## config.mk

```make
export PLATFORM = sky130hd
export DESIGN_NAME = sensor_poll_scheduler
export DESIGN_NICKNAME = d
export VERILOG_FILES = /design/src/rtl/env_sense_pkg.sv /design/src/rtl/sensor_poll_scheduler_poll_timeout.sv /design/src/rtl/sensor_poll_scheduler.sv
export SDC_FILE = /design/constraint.sdc
export NUM_CORES = 1
export LEC_CHECK = 0
export ABC_AREA = 1
export CAP_MARGIN = 40
export CORE_UTILIZATION = 35
export CTS_BUF_LIST = sky130_fd_sc_hd__clkbuf_8
export DETAILED_ROUTE_END_ITERATION = 6
export GPL_ROUTABILITY_DRIVEN = 0
export GPL_TIMING_DRIVEN = 0
export PLACE_DENSITY = 0.61
export RECOVER_POWER = 100
export REMOVE_ABC_BUFFERS = 1
export SETUP_SLACK_MARGIN = 0.3
export SLEW_MARGIN = 20
export SYNTH_ARGS = -nofsm -noshare
export SYNTH_HDL_FRONTEND = slang
export SYNTH_SLANG_ARGS = --single-unit
```

## constraint.sdc

```tcl
create_clock -name clk50 -period 12.25 [get_ports clk50]
set_clock_uncertainty 0.1 [all_clocks]
set_input_delay 1.225 -clock clk50 [delete_from_list [all_inputs] [get_ports clk50]]
set_output_delay 1.225 -clock clk50 [all_outputs]
set_load 0.01 [all_outputs]
```

## src/rtl/env_sense_pkg.sv

```systemverilog
// Shared types and timing constants for the environmental sensing blocks.
package env_sense_pkg;

    typedef enum logic [2:0] {
        IDLE,
        SELECT,
        START,
        WAIT,
        PUBLISH
    } poll_state_t;

    localparam int CLK_HZ                       = 50_000_000;
    localparam int DEFAULT_UPDATE_PERIOD_CYCLES = CLK_HZ;          // one update per second
    localparam int DEFAULT_TIMEOUT_CYCLES       = CLK_HZ / 10;     // 100 ms per sensor

endpackage

```

## src/rtl/sensor_poll_scheduler_poll_timeout.sv

```systemverilog
// Clearable up-counter; expired is high while the count sits at TIMEOUT_CYCLES-1.
module poll_timeout
    import env_sense_pkg::*;
#(
    parameter int TIMEOUT_CYCLES = DEFAULT_TIMEOUT_CYCLES
) (
    input  logic clk50,
    input  logic reset,
    input  logic clear,
    output logic expired
);

    localparam int                CNT_W    = $clog2(TIMEOUT_CYCLES);
    localparam logic [CNT_W-1:0]  TERMINAL = CNT_W'(TIMEOUT_CYCLES - 1);

    logic [CNT_W-1:0] count_q;
    logic [CNT_W-1:0] count_d;

    // Saturates at the terminal count so it never wraps while the scheduler idles.
    always_comb begin
        count_d = count_q;
        if (clear) begin
            count_d = '0;
        end else if (count_q != TERMINAL) begin
            count_d = count_q + 1'b1;
        end
    end

    always_ff @(posedge clk50 or posedge reset) begin
        if (reset) begin
            count_q <= '0;
        end else begin
            count_q <= count_d;
        end
    end

    assign expired = (count_q == TERMINAL);

endmodule

```

## src/rtl/sensor_poll_scheduler.sv

```systemverilog
// Polls enabled sensors in index order once per tick and publishes a coherent
// snapshot of readings plus a per-sensor valid mask.
module sensor_poll_scheduler
    import env_sense_pkg::*;
#(
    parameter int NUM_SENSORS    = 3,
    parameter int DATA_W         = 16,
    parameter int TIMEOUT_CYCLES = DEFAULT_TIMEOUT_CYCLES
) (
    input  logic                          clk50,
    input  logic                          reset,
    input  logic                          tick,
    input  logic [NUM_SENSORS-1:0]        sensor_en,
    output logic [NUM_SENSORS-1:0]        sensor_start,
    input  logic [NUM_SENSORS-1:0]        sensor_done,
    input  logic [NUM_SENSORS*DATA_W-1:0] sensor_data,
    output logic [NUM_SENSORS*DATA_W-1:0] result,
    output logic [NUM_SENSORS-1:0]        valid_mask,
    output logic                          frame_valid,
    output logic                          busy,
    output logic                          overrun
);

    localparam int               IDX_W    = (NUM_SENSORS > 1) ? $clog2(NUM_SENSORS) : 1;
    localparam logic [IDX_W-1:0] LAST_IDX = IDX_W'(NUM_SENSORS - 1);

    poll_state_t state_q, state_d;
    logic [IDX_W-1:0]       idx_q, idx_d;
    logic [NUM_SENSORS-1:0] en_q, en_d;
    logic [DATA_W-1:0]      shadow_q [NUM_SENSORS];
    logic [DATA_W-1:0]      shadow_d [NUM_SENSORS];
    logic [DATA_W-1:0]      data_slice [NUM_SENSORS];
    logic [NUM_SENSORS-1:0] shadow_valid_q, shadow_valid_d;

    logic [NUM_SENSORS*DATA_W-1:0] shadow_flat_d;
    logic [NUM_SENSORS*DATA_W-1:0] result_q, result_d;
    logic [NUM_SENSORS-1:0]        valid_mask_q, valid_mask_d;
    logic [NUM_SENSORS-1:0]        next_sel;
    logic [NUM_SENSORS-1:0]        sensor_start_q, sensor_start_d;
    logic                          frame_valid_q, frame_valid_d;
    logic                          busy_q, busy_d;
    logic                          overrun_q, overrun_d;
    logic                          timeout_clear;
    logic                          timeout_expired;
    logic                          advance;

    for (genvar gi = 0; gi < NUM_SENSORS; gi++) begin : g_slice
        assign data_slice[gi]                         = sensor_data[gi*DATA_W +: DATA_W];
        assign shadow_flat_d[gi*DATA_W +: DATA_W]     = shadow_d[gi];
        assign next_sel[gi]                           = (idx_d == IDX_W'(gi));
    end

    // Cleared on the edge into START so the count reads 0 during the start pulse.
    assign timeout_clear = (state_d == START);

    poll_timeout #(
        .TIMEOUT_CYCLES(TIMEOUT_CYCLES)
    ) u_timeout (
        .clk50  (clk50),
        .reset  (reset),
        .clear  (timeout_clear),
        .expired(timeout_expired)
    );

    always_comb begin
        state_d        = state_q;
        idx_d          = idx_q;
        en_d           = en_q;
        shadow_d       = shadow_q;
        shadow_valid_d = shadow_valid_q;
        advance        = 1'b0;

        unique case (state_q)
            IDLE: begin
                if (tick) begin
                    en_d    = sensor_en;
                    idx_d   = '0;
                    state_d = SELECT;
                end
            end
            SELECT: begin
                if (en_q[idx_q]) begin
                    state_d = START;
                end else begin
                    shadow_valid_d[idx_q] = 1'b0;
                    if (idx_q == LAST_IDX) begin
                        state_d = PUBLISH;
                    end else begin
                        idx_d = idx_q + 1'b1;
                    end
                end
            end
            START: begin
                state_d = WAIT;
            end
            WAIT: begin
                // Done takes priority over a timeout landing in the same cycle.
                if (sensor_done[idx_q]) begin
                    shadow_d[idx_q]       = data_slice[idx_q];
                    shadow_valid_d[idx_q] = 1'b1;
                    advance               = 1'b1;
                end else if (timeout_expired) begin
                    shadow_valid_d[idx_q] = 1'b0;
                    advance               = 1'b1;
                end
                if (advance) begin
                    if (idx_q == LAST_IDX) begin
                        state_d = PUBLISH;
                    end else begin
                        idx_d   = idx_q + 1'b1;
                        state_d = SELECT;
                    end
                end
            end
            PUBLISH: begin
                state_d = IDLE;
            end
            default: begin
                state_d = IDLE;
            end
        endcase
    end

    always_comb begin
        sensor_start_d = (state_d == START) ? next_sel : '0;
        frame_valid_d  = (state_d == PUBLISH);
        busy_d         = (state_d != IDLE);
        overrun_d      = tick && (state_q != IDLE);
        result_d       = result_q;
        valid_mask_d   = valid_mask_q;
        if (state_d == PUBLISH) begin
            result_d     = shadow_flat_d;
            valid_mask_d = shadow_valid_d;
        end
    end

    always_ff @(posedge clk50 or posedge reset) begin
        if (reset) begin
            state_q        <= IDLE;
            idx_q          <= '0;
            en_q           <= '0;
            shadow_valid_q <= '0;
            for (int i = 0; i < NUM_SENSORS; i++) begin
                shadow_q[i] <= '0;
            end
            result_q       <= '0;
            valid_mask_q   <= '0;
            sensor_start_q <= '0;
            frame_valid_q  <= 1'b0;
            busy_q         <= 1'b0;
            overrun_q      <= 1'b0;
        end else begin
            state_q        <= state_d;
            idx_q          <= idx_d;
            en_q           <= en_d;
            shadow_valid_q <= shadow_valid_d;
            for (int i = 0; i < NUM_SENSORS; i++) begin
                shadow_q[i] <= shadow_d[i];
            end
            result_q       <= result_d;
            valid_mask_q   <= valid_mask_d;
            sensor_start_q <= sensor_start_d;
            frame_valid_q  <= frame_valid_d;
            busy_q         <= busy_d;
            overrun_q      <= overrun_d;
        end
    end

    assign sensor_start = sensor_start_q;
    assign result       = result_q;
    assign valid_mask   = valid_mask_q;
    assign frame_valid  = frame_valid_q;
    assign busy         = busy_q;
    assign overrun      = overrun_q;

endmodule

```

### Word level (Yosys, flattened, before mapping)

Cells that the tools add are included.

| cells by class | value |
|---|---|
| $add $sub $neg | 2 |
| $mul | 0 |
| div/mod/pow operators | 0 |
| $lt $le $gt $ge | 4 |
| equal/unequal tests | 10 |
| shift operators | 0 |
| muxes and demuxes | 35 |
| bitwise logic cells | 4 |
| reduce and logical (&&, ||, !) cells | 9 |

Operator list:

| kind | count |
|---|---|
| 48-bit two-way mux | 2 |
| 48-bit bitwise mux | 1 |
| 16-bit two-way mux | 3 |
| 23-bit two-way mux | 2 |
| 16-bit binary-select mux with 2-bit select | 1 |
| 16-bit demux with 2-bit select | 1 |
| 3-bit two-way mux | 9 |
| 23-bit by 1-bit adder with 23-bit output (second input constant) | 1 |
| 23-bit == test (second input constant) | 1 |
| 23-bit inequality test (second input constant) | 1 |
| 3-bit one-hot mux with 4 select lines | 1 |
| 3-bit by 2-bit == test with 1-bit output (second input constant) | 3 |
| 2-bit two-way mux | 4 |
| 1-bit two-way mux | 6 |
| 2-bit one-hot mux with 3 select lines | 1 |
| 3-bit one-hot mux with 2 select lines | 1 |
| 3-bit nonzero test | 2 |
| 1-bit binary-select mux with 2-bit select | 2 |
| 2-bit == test (second input constant) | 2 |
| 3-bit AND | 1 |
| 3-bit by 1-bit == test with 1-bit output (second input constant) | 1 |
| 3-bit == test (second input constant) | 1 |
| 3-bit >= comparator (second input constant) | 1 |
| 1-bit logical AND | 3 |
| 13 further kinds | 13 |

| word-level totals | value |
|---|---|
| bits in registers | 139 |
| bits in latches | 0 |
| RAM bits | 0 |
| memory bits (read-only) | 0 |
| bits of input ports | 57 |
| output and inout port bits | 57 |
| word-level logic and storage cells | 78 |
| memories kept | 0 |

### Longest topological paths before layout

Gate-level depths: netlist of the first run.

| depth | value |
|---|---|
| word-level depth | 9 |
| gate-level depth with buffers | 13 |
| gate-level depth less buffers | 12 |

### Hierarchy

Synthesis of the first run repeated with hierarchy kept, for this count alone.

| unflattened totals | value |
|---|---|
| cells, all modules | 854 |
| area, all modules | 6,895.4 sq um |

Modules (own cells, without submodules):

| module | times used | cells each | area an instance (sq um) | sequential area each (sq um) |
|---|---|---|---|---|
| sensor_poll_scheduler | 1 | 642 | 5,370.2 | 2,902.8 |
| poll_timeout | 1 | 212 | 1,525.2 | 575.6 |

### Worst setup path before layout of the first run

Ideal clock, no wire load.

| timing | value |
|---|---|
| kind | input port to flip-flop |
| from | input port sensor_done[1] |
| to | register valid_mask_q[0], in the netlist valid_mask[0] |
| data arrival time | 2,100 ps |
| data required time | 12,034 ps |
| slack | 9,934 ps |
| stages | 11 |
| cells stage by stage | nand2_1 -> nand3_1 -> nand2_2 -> nand2_2 -> nand2_2 -> nand2_2 -> nand2_4 -> inv_6 -> buf_6 -> nand2_1 -> nand2_1 |

| on the way | value |
|---|---|
| cells in the longest elaborated chain, start to end | 7 |
| elaborated cells between the ends (all ways) | 9 |
| those cells by class | eq/ne (1); mux (8) |

RTL lines:

| element | RTL line | RTL |
|---|---|---|
| start: declaration | sensor_poll_scheduler.sv:15 | `input logic [NUM_SENSORS-1:0] sensor_done,` |
| 1-bit binary-select mux with 2-bit select * | sensor_poll_scheduler.sv:98 | `if (sensor_done[idx_q]) begin` |
| 1-bit two-way mux (implied by the code) * | sensor_poll_scheduler.sv:98 |  |
| 1-bit two-way mux | sensor_poll_scheduler.sv:98 |  |
| 1-bit two-way mux | sensor_poll_scheduler.sv:73 | `unique case (state_q)` |
| 3-bit two-way mux | sensor_poll_scheduler.sv:106 | `if (advance) begin` |
| 3-bit one-hot mux with 4 select lines | sensor_poll_scheduler.sv:73 |  |
| 3-bit == test | sensor_poll_scheduler.sv:131 | `if (state_d == PUBLISH) begin` |
| end signal: assignment | sensor_poll_scheduler.sv:161 | `valid_mask_q <= valid_mask_d;` |
| end: declaration | sensor_poll_scheduler.sv:37 | `logic [NUM_SENSORS-1:0] valid_mask_q, valid_mask_d;` |

Every way passes the cells marked *; elsewhere a longest branch is shown, timed or not. The select of a mux whose other input is x is not followed.
A chain may end at the register's enable or synchronous reset.

### Final worst setup path of the first run

| timing | value |
|---|---|
| from | register idx_q[1] |
| to | register state_q[2] |

| on the way | value |
|---|---|
| cells in the longest elaborated chain, start to end | 6 |
| elaborated cells between the ends (all ways) | 12 |
| those cells by class | eq/ne (1); mux (11) |

RTL lines:

| element | RTL line | RTL |
|---|---|---|
| start: declaration | sensor_poll_scheduler.sv:28 | `logic [IDX_W-1:0] idx_q, idx_d;` |
| start signal: assignment | sensor_poll_scheduler.sv:154 | `idx_q <= idx_d;` |
| 1-bit binary-select mux with 2-bit select | sensor_poll_scheduler.sv:98 |  |
| 1-bit two-way mux (implied by the code) | sensor_poll_scheduler.sv:98 |  |
| 1-bit two-way mux | sensor_poll_scheduler.sv:98 |  |
| 1-bit two-way mux | sensor_poll_scheduler.sv:73 |  |
| 3-bit two-way mux | sensor_poll_scheduler.sv:106 |  |
| 3-bit one-hot mux with 4 select lines * | sensor_poll_scheduler.sv:73 |  |
| end signal: assignment | sensor_poll_scheduler.sv:153 | `state_q <= state_d;` |
| end: declaration | sensor_poll_scheduler.sv:27 | `poll_state_t state_q, state_d;` |

Marked as above.

==> results of run 1 <==
synth_stat cells (all sizes together):
cell / count
nand3b: 3
nor3: 17
dfrtp: 138
nand3: 27
inv: 42
and2: 1
o21ai: 39
nand2: 381
a211oi: 1
a21oi: 4
mux2: 2
or2: 1
ha: 5
buf: 21
clkbuf: 1
xor2: 10
xnor2: 2
o21bai: 1
a31oi: 1
o21a: 1
nor2: 67
nand4: 8
sequential cells by signal, indices dropped and copies added, names as in the netlist:
signal             cells
frame_valid            1
state_q                3
idx_q                  2
en_q                   3
busy                   1
sensor_start           3
overrun                1
shadow_q              48
result                48
u_timeout.count_q     23
valid_mask             3
shadow_valid_q         2
per-layer routing:
metal,global-route usage,wire length (µm),vias to the layer above
met5,0,0,-
met4,0.0487,127,0
met2,0.281,7170,109
li1,-,-,2638
met3,0.0513,949,10
met1,0.259,7540,2437
cell usage in the layout, fill, tap and decap left out, types with 4 or more instances in the layout:
cell	count
a21oi_1	4
clkbuf_8	17
clkdlybuf4s50_1	53
dfrtp_1	138
dlygate4sd3_1	60
ha_1	5
inv_1	36
inv_2	4
inv_6	7
nand2_1	376
nand2_2	5
nand3_1	25
nand4_1	8
nor2_1	63
nor3_1	17
o21ai_0	30
o21ai_1	9
xor2_1	10
logic make-up (layout without fill, tap and decap cells):
logic type,after synthesis,in the layout,share of synthesized area
AND/OR/NAND/NOR,505,505,0.330
flip-flops,138,138,0.552
buffers and inverters,64,190,0.0486
AO/OA/AOI/OAI,47,47,0.0390
XOR/XNOR,12,12,0.0168
adder cells (fa/ha/maj),5,5,0.0100
multiplexers,2,2,0.00360
critical path: stages, from the launching register on:
cell,delay [ns]
dfrtp_1,0.44
inv_1,0.37
nor2_1,0.76
nand2_1,0.23
nand3_1,0.18
nand2_1,0.10
nand2_1,1.41
clkinvlp_2,2.28
area by class of cell:
| cell class | count | area, µm² | share of cell area |
|---|---|---|---|
| clock buffers | 17 | 234 | 0.0295 |
| clock inverters | 15 | 151 | 0.0191 |
| inverters | 42 | 160 | 0.0202 |
| multi-input cells | 571 | 2460 | 0.310 |
| flip-flops and latches | 138 | 3450 | 0.436 |
| well taps | 225 | 282 | 0.0355 |
| repair buffers | 116 | 1180 | 0.150 |
how the worst min path moves through the flow:
stage	from	to	slack, ns	depth (start not counted)
detailed placement	shadow_q[3]	shadow_q[3]	0.36	2
floorplan	shadow_valid_q[0]	shadow_valid_q[0]	0.34	2
CTS	shadow_q[6]	shadow_q[6]	0.38	2
global placement	shadow_q[17]	shadow_q[17]	0.35	2
global route	result[33]	result[33]	0.40	2
finish	shadow_q[19]	shadow_q[19]	0.37	2
per-stage QoR:
stage	worst slack [ns]	instances	util	hold WS, ns
6_report	5.62	1124	0.457	0.374
5_1_grt	4.77	1124	0.457	0.396
4_1_cts	9.15	1124	0.459	0.377
3_5_place_dp	8.67	1092	0.437	0.358
3_3_place_gp	5.19	1089	0.434	0.351
2_1_floorplan	7.23	751	-	0.338
report_power, final:
| group | internal, mW | switching, mW |
|---|---|---|
| Clock | 0.167 | 0.198 |
| Combinational | 0.232 | 0.357 |
| Sequential | 0.620 | 0.0744 |
| Total | 1.02 | 0.630 |
==> qor.txt, run 1 <==
final net count: 948
Vias: 5,194
GRT overflow: 0
failing checks: max-capacitance violations, max-slew violations
top post-synthesis cells by area: dfrtp_1, nand2_1, nor2_1
DP HPWL: 10,600 µm
vias in the first global route: 4,937
Rel. slew slack: -0.312
Worst setup endpoint: state_q[2]
Mapped Cells: 773
pwr/cell area: 208 mW/mm²
CTS root buffer: clkbuf_8
min Tclk post-route: 6.63 ns
crit path from: idx_q[1]
worst flop-to-flop path startpoint: idx_q[1]
P&R area growth vs syn: 26.7%
post-synth top area share: 0.552
CTS sink count: 138
Avg Synthesized Cell Area: 8.09 µm²
f_max: 151 MHz
unrepaired setup endpoints after global routing: false
Clock Path Buffers: 2
Lkg Pwr: 4.08 nW
H-tree lvl count: 4
DRC viols: 0
crit path max fanout: 54
Initial Util: 0.360
hold_buf cts: 0
1st-pass router iterations: 5
port buffer count: 113
Clock transition at path regs: 0.08 ns
post-synthesis sequential area ratio: 0.552
final hold vios: 0
CTS Buf Count: 17
status: finished, violations left
FF-to-FF setup slack: 5.62 ns
post-route ant nets: 0
Inserted Diodes: 0
Worst setup SP type: flip-flop
row count: 48
worst hold path type: flip-flop to flip-flop
Final Max Slew Viols: 142
die height: 136 µm
synthesis-stage register bit count: 138
antenna violations before repair: 0
post-cts sizing count: 0
FF-to-FF path depth: 7
core footprint: 0.0174 mm²
CTS tree: built
clk_lat worst skew: 0.45 ns
largest net degree at the start of global routing: 106
Crit Path Class: flip-flop to flip-flop
post-synth cell types: 33
final setup vio count: 0
CP Data Arrival Time: 6.26 ns
Synth area leader: dfrtp_1
overall fraction of global-route tracks in use: 0.185
io pins: 114
required time of the critical path: 11.87 ns
die area: 0.0184 mm²
worst vdd ir: 0.112 mV
Final Cycle Share: 0.542
total design power: 1.65 mW
wire length per cell: 14.0 µm
1st-iter DRT viols: 274
Fillers: 1,719
final WL: 15,800 µm
Critical R2R Capture: state_q[2]
CP Capture Type: flip-flop
drt via density: 4.62
Max-cap violations: 5
dpl cell area: 0.00759 mm²
Die X: 136 µm
Least-Margin Pin Slew: 1.96 ns
Setup TNS: 0 ns
post-route cell area: 0.00792 mm²
first-pass GRT wire length: 25,900 µm
yosys warns: 0
Post-CTS Setup Repair Bufs: 0
Post-Syn Area: 0.00626 mm²
share of layout cells above drive strength 1: 0.0612
Power figures use the tool's default switching activity.
==> run 2, diff against run 1 <==
==> constraint.sdc (replaced) <==
create_clock -name clk50 -period 6.93 [get_ports clk50]
set_clock_uncertainty 0.1 [all_clocks]
set_input_delay 0.693 -clock clk50 [delete_from_list [all_inputs] [get_ports clk50]]
set_output_delay 0.693 -clock clk50 [all_outputs]
set_load 0.01 [all_outputs]
==> qor.txt, run 2 (synthesis gave the netlist of run 1 again) <==
worst flop-to-flop path startpoint: idx_q[0]
die area: 0.0184 mm² (unchanged)
Clock Path Buffers: 2 (unchanged)
1st-pass router iterations: 4 (-1)
DRC viols: 0 (unchanged)
hold path depth: 2 (unchanged)
vias in the first global route: 4,937 (unchanged)
overall fraction of global-route tracks in use: 0.185 (unchanged)
FF-to-FF path depth: 11 (+4)
commonest non-fill, non-tap cell in the layout: nand2_1
hold slack: 0.375 ns (+0.000355 ns)
status: finished, violations left
Hold Startpoint: shadow_q[30]
post-route ant nets: 0 (unchanged)
Rel. slew slack: -0.675 (-0.363)
min Tclk post-route: 4.61 ns (-2.02 ns)
Max-cap violations: 2 (-3)
most frequent cells in the layout: nand2_1, dfrtp_1, nor2_1
row count: 48 (unchanged)
Hold EP: shadow_q[30]
crit path from: idx_q[0]
Post-CTS Setup Repair Bufs: 0 (unchanged)
failing checks: max-capacitance violations, max-slew violations
core footprint: 0.0174 mm² (unchanged)
final setup vio count: 0 (unchanged)
wire length per cell: 14.1 µm (+0.35%)
GRT overflow: 0 (unchanged)
final WL: 15,800 µm (+0.35%)
worst hold path type: flip-flop to flip-flop
Final Cycle Share: 0.666 (+0.124)
drt via density: 4.62 (about the same)
Inserted Diodes: 0 (unchanged)
H-tree lvl count: 4 (unchanged)
Worst setup SP type: flip-flop
port buffer count: 113 (unchanged)
antenna violations before repair: 0 (unchanged)
Initial Util: 0.360 (unchanged)
largest net degree at the start of global routing: 106 (unchanged)
Lkg Pwr: 4.08 nW (about the same)
CTS sink count: 138 (unchanged)
Clock transition at path regs: 0.09 ns (about the same)
P&R area growth vs syn: 26.3%
unrepaired setup endpoints after global routing: false
final hold vios: 0 (unchanged)
CTS root buffer: clkbuf_8
clk_lat worst skew: 0.45 ns (about the same)
required time of the critical path: 7.18 ns (-4.69 ns)
1st-iter DRT viols: 277 (+1.1%)
Vias: 5,197 (+0.058%)
CTS Buf Count: 17 (unchanged)
Least-Margin Pin Slew: 2.51 ns (+0.549 ns)
CP Capture Type: flip-flop
final net count: 948 (unchanged)
Critical R2R Capture: result[26]
Setup TNS: 0 ns (unchanged)
FF-to-FF setup slack: 2.32 ns (-3.30 ns)
Crit Path Class: flip-flop to flip-flop
first-pass GRT wire length: 25,900 µm (unchanged)
Die X: 136 µm (unchanged)
worst vdd ir: 0.198 mV (+77%)
Fillers: 1,722 (+0.17%)
pwr/cell area: 368 mW/mm² (+77%)
post-cts sizing count: 0 (unchanged)
die height: 136 µm (unchanged)
crit path max fanout: 21 (-61%)
CTS tree: built
Final Max Slew Viols: 124 (-13%)
CP Data Arrival Time: 4.87 ns (-1.39 ns)
DP HPWL: 10,600 µm (unchanged)
f_max: 217 MHz (+44%)
hold_buf cts: 0 (unchanged)
io pins: 114 (unchanged)
share of layout cells above drive strength 1: 0.0590 (-0.00222)
run 2: how the worst max path moves through the flow:
| stage | to | slack (ns) | depth (start not counted) |
|---|---|---|---|
| 2_1_floorplan | busy | 2.44 | 1 |
| 3_3_place_gp | result[23] | 0.40 | 2 |
| 3_5_place_dp | valid_mask[1] | 3.88 | 11 |
| 4_1_cts | valid_mask[1] | 3.96 | 9 |
| 5_1_grt | result[29] | 1.87 | 11 |
| 6_report | result[26] | 2.32 | 11 |
run 2: stage by stage:
| stage | std cells | util | worst slack [ns] | area (µm²) | total power, mW |
|---|---|---|---|---|---|
| 6_report | 1124 | 0.455 | 2.32 | 7900 | 2.91 |
| 2_1_floorplan | 751 | - | 2.44 | 6110 | 1.85 |
| 4_1_cts | 1124 | 0.459 | 3.96 | 7970 | 3.02 |
| 5_1_grt | 1124 | 0.455 | 1.87 | 7900 | 3.14 |
| 3_3_place_gp | 1089 | 0.434 | 0.398 | 7530 | 2.34 |
| 3_5_place_dp | 1092 | 0.437 | 3.88 | 7590 | 2.36 |
run 2: cell type report:
| class | instances | area [µm²] | share of cell area |
|---|---|---|---|
| Clock buffer | 17 | 234 | 0.0296 |
| Inverter | 42 | 164 | 0.0208 |
| Tap cell | 225 | 282 | 0.0356 |
| Timing Repair Buffer | 116 | 1150 | 0.146 |
| Clock inverter | 15 | 151 | 0.0192 |
| Sequential cell | 138 | 3450 | 0.437 |
| Multi-Input combinational cell | 571 | 2460 | 0.312 |
run 2: report_power, final:
group	total, mW	leakage [nW]	internal, mW	switching [mW]
clock	0.646	0.193	0.296	0.350
combinational	1.04	2.08	0.403	0.632
sequential	1.23	1.82	1.10	0.131
total	2.91	4.08	1.79	1.11
run 2: critical path: stages (launching register included):
cell,delay [ns]
dfrtp_1,0.44
clkbuf_1,0.43
inv_1,0.76
nand2_1,0.10
nand3_1,0.10
nand2_1,0.15
nor2_1,1.17
inv_1,0.81
nand2_1,0.20
nand2_1,0.11
nand2_1,0.09
nand2_1,0.06
run 2: metal layers:
| layer | part of all wire | GRT usage | vias up |
|---|---|---|---|
| li1 | - | - | 2642 |
| met1 | 0.48 | 0.259 | 2452 |
| met2 | 0.45 | 0.281 | 91 |
| met3 | 0.052 | 0.0513 | 12 |
| met4 | 0.0091 | 0.0487 | 0 |
| met5 | 0 | 0 | - |
==> run 3, diff against run 2 <==
==> constraint.sdc (replaced) <==
create_clock -name clk50 -period 4.53 [get_ports clk50]
set_clock_uncertainty 0.1 [all_clocks]
set_input_delay 0.453 -clock clk50 [delete_from_list [all_inputs] [get_ports clk50]]
set_output_delay 0.453 -clock clk50 [all_outputs]
set_load 0.01 [all_outputs]
==> qor.txt, run 3 (synthesis gave the netlist of run 1 again) <==
status: finished, violations left
failing checks: max-capacitance violations, max-slew violations
Critical R2R Capture: result[43]
min Tclk post-route: 3.49 ns (-1.12 ns)
Crit Path Class: flip-flop to flip-flop
1st-iter DRT viols: 275 (-0.72%)
Max-cap violations: 1 (-1)
Die X: 136 µm (unchanged)
port buffer count: 113 (unchanged)
CP Data Arrival Time: 3.73 ns (-1.14 ns)
worst hold path type: flip-flop to flip-flop
row count: 48 (unchanged)
DP HPWL: 10,600 µm (unchanged)
io pins: 114 (unchanged)
drt via density: 4.61 (-0.37%)
crit path max fanout: 21 (unchanged)
unrepaired setup endpoints after global routing: false
commonest non-fill, non-tap cell in the layout: nand2_1
pwr/cell area: 562 mW/mm² (+53%)
Final Max Slew Viols: 34 (-73%)
f_max: 286 MHz (+32%)
die height: 136 µm (unchanged)
Least-Margin Pin Slew: 1.56 ns (-0.948 ns)
Inserted Diodes: 0 (unchanged)
crit-path max cell delay: 1.04 ns (-0.13 ns)
post-route insts no fill: 1,124 (unchanged)
overall fraction of global-route tracks in use: 0.185 (unchanged)
pre-CTS setup slack: 1.56 ns (-2.33 ns)
dpl cells: 1,092 (unchanged)
Initial Util: 0.360 (unchanged)
Clock Path Buffers: 2 (unchanged)
total design power: 4.47 mW (+54%)
hold_buf cts: 0 (unchanged)
die area: 0.0184 mm² (unchanged)
post-route ant nets: 0 (unchanged)
antenna violations before repair: 0 (unchanged)
GRT overflow: 0 (unchanged)
Worst setup SP type: flip-flop
final WL: 15,800 µm (-0.24%)
most frequent cells in the layout: nand2_1, dfrtp_1, nor2_1
post-route cell area: 0.00795 mm² (+0.68%)
Post-CTS Setup Repair Bufs: 0 (unchanged)
clk_lat worst skew: 0.45 ns (about the same)
crit-path most repeated cell: nand2_1
crit path from: idx_q[0]
worst flop-to-flop path startpoint: idx_q[0]
CTS sink count: 138 (unchanged)
dpl cell area: 0.00759 mm² (unchanged)
CP cell instances: buf_8, inv_2, ha_1, nand2_1, nor2_1, inv_2, nand2_1, nand2_1, nand2_1, nand2_1
share of layout cells above drive strength 1: 0.0667 (+0.00779)
vias in the first global route: 4,937 (unchanged)
final worst setup slack: 1.04 ns (-1.28 ns)
required time of the critical path: 4.77 ns (-2.41 ns)
P&R area growth vs syn: 27.1%
final hold vios: 0 (unchanged)
CTS Buf Count: 17 (unchanged)
post-cts sizing count: 0 (unchanged)
DRC viols: 0 (unchanged)
CTS tree: built
largest net degree at the start of global routing: 106 (unchanged)
H-tree lvl count: 4 (unchanged)
FF-to-FF path depth: 10 (-1)
final setup vio count: 0 (unchanged)
Lkg Pwr: 4.10 nW (+0.38%)
worst vdd ir: 0.302 mV (+53%)
CP max-delay cell: nor2_1
Vias: 5,178 (-0.37%)
CP Capture Type: flip-flop
1st-pass router iterations: 4 (unchanged)
final net count: 948 (unchanged)
core footprint: 0.0174 mm² (unchanged)
hold slack: 0.375 ns (-0.000305 ns)
Final Core Density: 0.458 (+0.00310)
CTS root buffer: clkbuf_8
wire length per cell: 14.1 µm (-0.24%)
Final Cycle Share: 0.771 (+0.105)
Setup TNS: 0 ns (unchanged)
Clock transition at path regs: 0.08 ns (about the same)
Rel. slew slack: -0.0483 (+0.627)
FF-to-FF setup slack: 1.04 ns (-1.28 ns)
first-pass GRT wire length: 25,900 µm (unchanged)
Worst setup endpoint: result[43]
run 3: cell count changes in the layout (fill, tap and decap cells not counted), moves of 2 or more:
cell	delta
inv_1	-2
inv_2	+2
nand2_1	-2
nand2_2	+2
nor2_1	-2
nor2_4	+2
run 3: worst max-delay path: cells and delay by family (launching register included):
family,cells,cell delay [ns]
fa+ha+maj,1,0.34
simple gates,6,1.50
flops,1,0.46
buf+inv,3,0.98
run 3: how the worst min path moves through the flow:
stage	depth (start not counted)	endpoint	slack, ns	from
6_report	2	shadow_q[19]	0.37	shadow_q[19]
5_1_grt	2	result[33]	0.40	result[33]
4_1_cts	2	result[43]	0.25	reset
3_5_place_dp	2	shadow_q[3]	0.36	shadow_q[3]
3_3_place_gp	2	shadow_q[17]	0.35	shadow_q[17]
2_1_floorplan	2	shadow_valid_q[0]	0.34	shadow_valid_q[0]
run 3: area by class of cell:
class                   count  area [µm²]
flip-flops and latches    138        3450
inverters                  42         164
clock buffers              17         234
repair buffers            116        1180
clock inverters            15         151
multi-input cells         571        2480
well taps                 225         282
fillers                  1714        9400
run 3: routing by layer:
| metal | vias up | track usage | routed length, µm |
|---|---|---|---|
| met2 | 100 | 0.281 | 7270 |
| met1 | 2432 | 0.259 | 7550 |
| li1 | 2640 | - | - |
| met5 | - | 0 | 0 |
| met3 | 6 | 0.0513 | 878 |
| met4 | 0 | 0.0487 | 98 |
run 3: where the power goes:
| part | internal (mW) | switching [mW] | total [mW] |
|---|---|---|---|
| Sequential | 1.68 | 0.200 | 1.88 |
| Clock | 0.453 | 0.533 | 0.986 |
| Combinational | 0.628 | 0.977 | 1.61 |
